[src/rtl/regbank_pkg.sv]
// Shared constants and types for the register-bank write-side logic.
// Register indices of the architecturally special registers and the writeback FSM encoding.
package regbank_pkg;

   localparam int DW    = 16;
   localparam int AW    = 4;
   localparam int NREGS = 16;

   localparam int REG_PC  = 0;
   localparam int REG_SP  = 1;
   localparam int REG_SR  = 2;
   localparam int REG_CG2 = 3;

   typedef enum logic [1:0] {
      WB_IDLE = 2'd0,
      WB_RES  = 2'd1,
      WB_PC   = 2'd2
   } wb_state_e;

   function automatic logic [NREGS-1:0] reg_onehot(input logic [AW-1:0] r);
      logic [NREGS-1:0] oh;
      oh    = '0;
      oh[r] = 1'b1;
      return oh;
   endfunction

endpackage

[src/rtl/wb_fifo.sv]
// Synchronous result FIFO for the writeback sequencer; entries are {reg index, data}.
// Exposes per-entry occupancy and register index so the owner can build a pending-write mask.
module wb_fifo #(
   parameter int DEPTH = 4,
   parameter int AW    = 4,
   parameter int W     = 20
) (
   input  logic                      clk,
   input  logic                      rst,
   input  logic                      push,
   input  logic [W-1:0]              push_data,
   input  logic                      pop,
   output logic [W-1:0]              head,
   output logic                      full,
   output logic                      empty,
   output logic [DEPTH-1:0]          ent_vld,
   output logic [DEPTH-1:0][AW-1:0]  ent_reg
);

   localparam int PW = (DEPTH > 1) ? $clog2(DEPTH) : 1;

   logic [W-1:0]  mem [DEPTH];
   logic [PW-1:0] wr_ptr;
   logic [PW-1:0] rd_ptr;
   logic [PW:0]   count;
   logic          push_ok;
   logic          pop_ok;

   assign full    = (count == (PW+1)'(DEPTH));
   assign empty   = (count == '0);
   assign push_ok = push && !full;
   assign pop_ok  = pop && !empty;
   assign head    = mem[rd_ptr];

   for (genvar i = 0; i < DEPTH; i++) begin : g_ent
      assign ent_reg[i] = mem[i][W-1 -: AW];
   end

   always_ff @(posedge clk) begin
      if (rst) begin
         wr_ptr  <= '0;
         rd_ptr  <= '0;
         count   <= '0;
         ent_vld <= '0;
      end else begin
         if (push_ok) begin
            wr_ptr          <= wr_ptr + 1'b1;
            ent_vld[wr_ptr] <= 1'b1;
         end
         // push and pop never share a slot: push needs !full, pop needs !empty
         if (pop_ok) begin
            rd_ptr          <= rd_ptr + 1'b1;
            ent_vld[rd_ptr] <= 1'b0;
         end
         case ({push_ok, pop_ok})
            2'b10:   count <= count + 1'b1;
            2'b01:   count <= count - 1'b1;
            default: count <= count;
         endcase
      end
   end

   always_ff @(posedge clk) begin
      if (push_ok) mem[wr_ptr] <= push_data;
   end

endmodule

[src/rtl/regbank_writeback.sv]
// Write-side sequencer for the register bank: arbitrates buffered ALU results against PC updates.
// Optional macro WB_R3_DISCARD_EN: results targeting r3 (CG2) are accepted but silently dropped.
module regbank_writeback #(
   parameter int DEPTH = 4,
   parameter int DW    = regbank_pkg::DW,
   parameter int AW    = regbank_pkg::AW
) (
   input  logic                          clk,
   input  logic                          rst,
   input  logic                          res_valid,
   output logic                          res_ready,
   input  logic [AW-1:0]                 res_reg,
   input  logic [DW-1:0]                 res_data,
   input  logic                          pc_req,
   input  logic [DW-1:0]                 pc_next,
   output logic                          wr_en,
   output logic [AW-1:0]                 wr_reg,
   output logic [DW-1:0]                 wr_data,
   output logic                          pc_inc,
   output logic [DW-1:0]                 pc_data_in,
   output logic [regbank_pkg::NREGS-1:0] pend_mask,
   output logic                          pc_drop,
   output logic                          idle
);

   import regbank_pkg::*;

   logic                     full;
   logic                     empty;
   logic [AW+DW-1:0]         head;
   logic [DEPTH-1:0]         ent_vld;
   logic [DEPTH-1:0][AW-1:0] ent_reg;

   wb_state_e                state;
   wb_state_e                nxt_state;
   logic                     pc_pend;
   logic [DW-1:0]            pc_val;

   logic                     accept;
   logic                     enq;
   logic                     enq_r0;
   logic                     pc_lost;
   logic                     pc_take;
   logic                     sel_pc;
   logic                     sel_res;

   assign res_ready = !full;
   assign accept    = res_valid && !full;

`ifdef WB_R3_DISCARD_EN
   assign enq = accept && (res_reg != AW'(REG_CG2));
`else
   assign enq = accept;
`endif

   assign enq_r0 = enq && (res_reg == AW'(REG_PC));

   // A queued or in-flight write to r0 is a branch; it must win over a sequential PC update.
   assign pc_lost = pc_req && (pend_mask[REG_PC] || enq_r0);
   assign pc_take = pc_req && !pc_lost;

   // Back-to-back PC grants are blocked while results wait, so neither source starves.
   assign sel_pc  = pc_pend && !((state == WB_PC) && !empty);
   assign sel_res = !empty && !sel_pc;

   always_comb begin
      nxt_state = WB_IDLE;
      if (sel_pc)       nxt_state = WB_PC;
      else if (sel_res) nxt_state = WB_RES;
   end

   wb_fifo #(
      .DEPTH (DEPTH),
      .AW    (AW),
      .W     (AW + DW)
   ) u_fifo (
      .clk       (clk),
      .rst       (rst),
      .push      (enq),
      .push_data ({res_reg, res_data}),
      .pop       (sel_res),
      .head      (head),
      .full      (full),
      .empty     (empty),
      .ent_vld   (ent_vld),
      .ent_reg   (ent_reg)
   );

   // Stage boundary: grant decision registered onto the bank write/PC ports
   always_ff @(posedge clk) begin
      if (rst) begin
         state      <= WB_IDLE;
         pc_pend    <= 1'b0;
         wr_en      <= 1'b0;
         wr_reg     <= '0;
         wr_data    <= '0;
         pc_inc     <= 1'b0;
         pc_data_in <= '0;
         pc_drop    <= 1'b0;
      end else begin
         state   <= nxt_state;
         wr_en   <= sel_res;
         pc_inc  <= sel_pc;
         pc_drop <= pc_lost;
         if (sel_res) {wr_reg, wr_data} <= head;
         if (sel_pc)  pc_data_in <= pc_val;
         if (pc_take)     pc_pend <= 1'b1;
         else if (enq_r0) pc_pend <= 1'b0;
         else if (sel_pc) pc_pend <= 1'b0;
      end
   end

   always_ff @(posedge clk) begin
      if (pc_take) pc_val <= pc_next;
   end

   // The bank samples its read ports on the commit edge, so the in-flight write still counts.
   always_comb begin
      pend_mask = '0;
      for (int i = 0; i < DEPTH; i++) begin
         if (ent_vld[i]) pend_mask = pend_mask | reg_onehot(ent_reg[i]);
      end
      if (wr_en) pend_mask = pend_mask | reg_onehot(wr_reg);
   end

   assign idle = empty && !pc_pend && (state == WB_IDLE);

endmodule

[config.mk]
export PLATFORM = sky130hd
export DESIGN_NAME = regbank_writeback
export DESIGN_NICKNAME = d
export VERILOG_FILES = /design/src/rtl/regbank_pkg.sv /design/src/rtl/wb_fifo.sv /design/src/rtl/regbank_writeback.sv
export SDC_FILE = /design/constraint.sdc
export NUM_CORES = 1
export LEC_CHECK = 0
export BUFFER_PORTS_ARGS = -buffer_cell sky130_fd_sc_hd__buf_2
export CAP_MARGIN = 0
export CORE_MARGIN = 3
export CORE_UTILIZATION = 45
export CTS_CLUSTER_DIAMETER = 50
export CTS_CLUSTER_SIZE = 24
export DETAILED_ROUTE_END_ITERATION = 7
export GPL_ROUTABILITY_DRIVEN = 0
export PLACE_DENSITY = 0.77
export SYNTH_ARGS = -nofsm -noshare
export SYNTH_HDL_FRONTEND = slang
export SYNTH_HIERARCHICAL = 1
export SYNTH_SLANG_ARGS = --single-unit
[constraint.sdc]
create_clock -name clk -period 3.1 [get_ports clk]
set_input_delay 0.465 -clock clk [delete_from_list [all_inputs] [get_ports clk]]
set_output_delay 0.465 -clock clk [all_outputs]
set_load 0.05 [all_outputs]
==> impl_metrics.prom <==
# TYPE chip_impl_metric gauge
chip_impl_metric{name="detail_route.iter0.violations",unit=""} 461
chip_impl_metric{name="initial_core_util",unit="%"} 47.0
chip_impl_metric{name="place.detailed.instances",unit=""} 749
chip_impl_info{name="max_flop_register",value="u_fifo/mem"} 1
chip_impl_metric{name="crit_required",unit="ns"} 3.45
chip_impl_metric{name="grt_overflow",unit=""} 0
chip_impl_metric{name="setup_total_negative_slack",unit="ns"} 0
chip_impl_metric{name="path_max_fanout",unit=""} 7
chip_impl_metric{name="final-max-slew-violation-count",unit=""} 0
chip_impl_info{name="cts_tree",value="done"} 1
chip_impl_metric{name="drt_pass1_iterations",unit=""} 6
chip_impl_metric{name="max_freq",unit="MHz"} 350
chip_impl_metric{name="fin_worst_hold_slack",unit="ns"} 0.223
chip_impl_metric{name="placementRows",unit=""} 42
chip_impl_metric{name="port_buffers",unit=""} 96
chip_impl_metric{name="antennaDiodeCount",unit=""} 0
chip_impl_metric{name="design.core.area",unit="sq mm"} 0.0136
chip_impl_metric{name="setup_violations",unit=""} 0
chip_impl_metric{name="global_route.usage.total",unit="%"} 18.4
chip_impl_metric{name="syn2layout_area_growth",unit="%"} 16.9
chip_impl_metric{name="number_of_antenna_violations_at_the_first_check_in_global_routing",unit=""} 2
chip_impl_metric{name="fin_cells",unit=""} 781
chip_impl_metric{name="synthCells",unit=""} 516
chip_impl_metric{name="die_height",unit="um"} 125
chip_impl_metric{name="p_per_area",unit="mW/mm^2"} 915
chip_impl_metric{name="synth_area",unit="sq mm"} 0.00637
chip_impl_info{name="critical_path.startpoint_type",value="flip-flop"} 1
chip_impl_metric{name="detail_route.wl_per_cell",unit="um"} 18.4
chip_impl_metric{name="ys_types",unit=""} 46
chip_impl_info{name="yosys_most_used_dff",value="edfxtp_1"} 1
chip_impl_metric{name="dr_total_vias",unit=""} 4445
chip_impl_metric{name="design_power_total",unit="mW"} 6.82
chip_impl_metric{name="leakage",unit="nW"} 2.75
chip_impl_info{name="ctsRootBufferMaster",value="clkbuf_16"} 1
chip_impl_metric{name="grt_pass1_vias",unit=""} 4358
chip_impl_metric{name="drc",unit=""} 0
chip_impl_metric{name="cts-root-to-sink-buffers",unit=""} 2
chip_impl_metric{name="finalNetCount",unit=""} 642
chip_impl_metric{name="cts_post_setup_buffers_inserted",unit=""} 0
chip_impl_metric{name="hpwlAfterDp",unit="mm"} 9.69
chip_impl_metric{name="seq_area_frac_synth",unit="%"} 62.2
chip_impl_metric{name="finalCritPeriodShare",unit="%"} 92.0
chip_impl_metric{name="placement.cell_area",unit="sq mm"} 0.00687
chip_impl_info{name="synth.top_cells.by_area",value="edfxtp_1 45%, dfxtp_1 17%, mux4_2 7.1%"} 1
chip_impl_metric{name="synth.ff_latch_count",unit=""} 150
chip_impl_metric{name="syn-mean-instance-area",unit="sq um"} 12.4
chip_impl_info{name="status",value="finished, final reports clean"} 1
chip_impl_metric{name="finalInstanceArea",unit="sq mm"} 0.00745
chip_impl_info{name="hp-class",value="input port to flip-flop"} 1
chip_impl_metric{name="post_route_cells_drive_above_1_share",unit="%"} 27.6
chip_impl_metric{name="cp.arrival",unit="ns"} 3.20
chip_impl_metric{name="hold_viol",unit=""} 0
chip_impl_metric{name="die_area",unit="sq mm"} 0.0156
chip_impl_metric{name="ctsHtreeMaxLevel",unit=""} 4
chip_impl_metric{name="largest_net_degree_at_the_start_of_global_routing",unit=""} 39
chip_impl_metric{name="synth_largest_type_area_fraction",unit="%"} 45.2
chip_impl_metric{name="worstSkewPairLatency",unit="ns"} 0.42
chip_impl_metric{name="syn-num-nets",unit=""} 566
chip_impl_info{name="critical_path_class",value="flip-flop to flip-flop"} 1
chip_impl_metric{name="largest_reg_flops",unit=""} 80
chip_impl_metric{name="finalWorstPathRequiredPeriod",unit="ns"} 2.85
chip_impl_metric{name="synth.yosys.warnings",unit=""} 6
chip_impl_metric{name="fp.dieW",unit="um"} 125
chip_impl_metric{name="postRouteWirelength",unit="mm"} 14.4
chip_impl_metric{name="cap_violations",unit=""} 0
chip_impl_metric{name="grt_pass1_wl",unit="mm"} 22.7
chip_impl_metric{name="vias_per_cell",unit=""} 5.69
chip_impl_metric{name="number_of_synthesized_flops_with_an_enable_pin",unit=""} 96
chip_impl_info{name="rsz0062_at_grt",value="false"} 1
chip_impl_metric{name="route.antenna.remaining_nets",unit=""} 0
chip_impl_metric{name="clkSinkCount",unit=""} 150
chip_impl_metric{name="postCtsHoldBufs",unit=""} 0
chip_impl_metric{name="synth_async_sr_flop_share",unit="%"} 0
chip_impl_metric{name="number_of_gates_resized_after_cts",unit=""} 0
chip_impl_metric{name="clk_pin_slew_worst_paths",unit="ns"} 0.06
chip_impl_metric{name="worst_slew_pin_slew",unit="ns"} 1.00
chip_impl_metric{name="slew_headroom",unit="%"} 33.0
chip_impl_metric{name="top_level_ports",unit=""} 97
chip_impl_info{name="crit_path_end_kind",value="flip-flop"} 1
chip_impl_info{name="library_cell_with_the_largest_summed_area_after_synthesis",value="edfxtp_1"} 1
chip_impl_metric{name="clock_skew",unit="ns"} 0.0103
chip_impl_metric{name="vdd_ir_drop_max",unit="uV"} 536
chip_impl_metric{name="cts_buffer_count",unit=""} 17
-- cells in the mapped netlist, types with 2 or more instances --
master	number
clkbuf_1	18
or3b_4	2
nand2b_1	10
nor2_1	25
inv_1	16
edfxtp_1	96
nand4b_1	2
nor2b_1	4
and3_2	4
nand2_1	66
nor3b_1	5
a21oi_1	47
o21a_1	4
mux4_2	20
or3_1	5
nand3_1	10
ha_1	9
and3_1	3
o211ai_1	2
nor3_1	14
buf_6	3
o22ai_1	13
dfxtp_1	54
and2_4	2
o31ai_1	2
o21ai_0	20
a32oi_1	7
o221ai_1	5
xor2_1	2
nand3b_1	9
o21ai_2	2
buf_4	18
buf_2	4
-- final cells by class --
| class | count | area, sq um |
|---|---|---|
| multi-input cells | 307 | 2100 |
| repair buffers | 100 | 523 |
| fillers | 1101 | 6110 |
| flip-flops and latches | 150 | 3960 |
| clock buffers | 22 | 485 |
| well taps | 176 | 220 |
| clock inverters | 10 | 91.3 |
| inverters | 16 | 60.1 |
-- placed cells by master (no fill, tap or decap), types with 2 or more instances in the layout --
master and n:
buf_2 96, clkbuf_8 2, nor3_1 13, o21ai_0 20, o31ai_1 2, nand3_1 10, edfxtp_1 96, clkbuf_1 2
or3b_4 2, inv_4 2, o21ai_2 2, and2_4 2, mux4_2 20, or3_1 5, clkinvlp_4 4, o21a_1 4
o211ai_1 2, nand2_1 66, xor2_1 2, nand3b_1 9, o22ai_1 13, o221ai_1 5, nor2_1 25, clkbuf_16 18
nand4b_1 2, dfxtp_1 54, nor3b_1 5, nand2b_1 10, and3_1 3, inv_1 16, buf_4 3, a32oi_1 7
and3_2 4, ha_1 9, a21oi_1 47, clkinv_2 2, nor2b_1 4
-- report_power, final --
part | leakage (nW) | total, mW | internal (mW) | switching [mW]
Combinational | 1.15 | 2.05 | 0.658 | 1.39
Sequential | 1.33 | 2.80 | 2.51 | 0.296
Clock | 0.275 | 1.96 | 1.19 | 0.769
-- stage by stage --
step           util [%]  setup WS (ns)
3_3_place_gp       50.7          0.451
5_1_grt            54.9         0.0796
3_5_place_dp       50.7          0.337
2_1_floorplan         -         0.0231
6_report           54.9          0.247
4_1_cts            54.9          0.239
-- final timing paths --
check,start,slack (ns),endpoint,cells past startpoint
max,u_fifo/count[0]$_SDFFE_PP0P_,0.25,u_fifo/count[2]$_SDFFE_PP0P_,10
min reg2reg,pc_data_in[8]$_SDFFE_PP0P_,0.45,pc_data_in[8]$_SDFFE_PP0P_,2
max reg2reg,u_fifo/count[0]$_SDFFE_PP0P_,0.25,u_fifo/count[2]$_SDFFE_PP0P_,10
min,pc_next[14],0.22,pc_val[14]$_DFFE_PP_,1
-- per-layer routing --
| layer | share of wire [%] | track usage [%] |
|---|---|---|
| met1 | 41 | 23.7 |
| met2 | 49 | 29.7 |
| met3 | 7.6 | 5.88 |
| met4 | 2.2 | 6.31 |
| met5 | 0.15 | 0 |
-- worst max-delay path, stage by stage (launching register included) --
cell,delay (ns)
dfxtp_1,0.42
nor3_2,0.08
or3b_4,0.43
a21oi_2,0.18
o31a_2,0.26
ha_1,0.20
inv_1,0.07
fa_1,0.40
xor2_1,0.17
or3_2,0.41
a21oi_1,0.15
-- cell families (layout without fill, tap and decap cells) --
| group | after synthesis | in the layout | synth area share (%) |
|---|---|---|---|
| buf+inv | 59 | 148 | 4.97 |
| fa+ha+maj | 10 | 10 | 2.08 |
| flops | 150 | 150 | 62.2 |
| compound gates | 106 | 106 | 9.91 |
| xor+xnor | 3 | 3 | 0.412 |
| simple gates | 166 | 166 | 13.0 |
| mux | 22 | 22 | 7.46 |
Power figures use the tool's default switching activity.
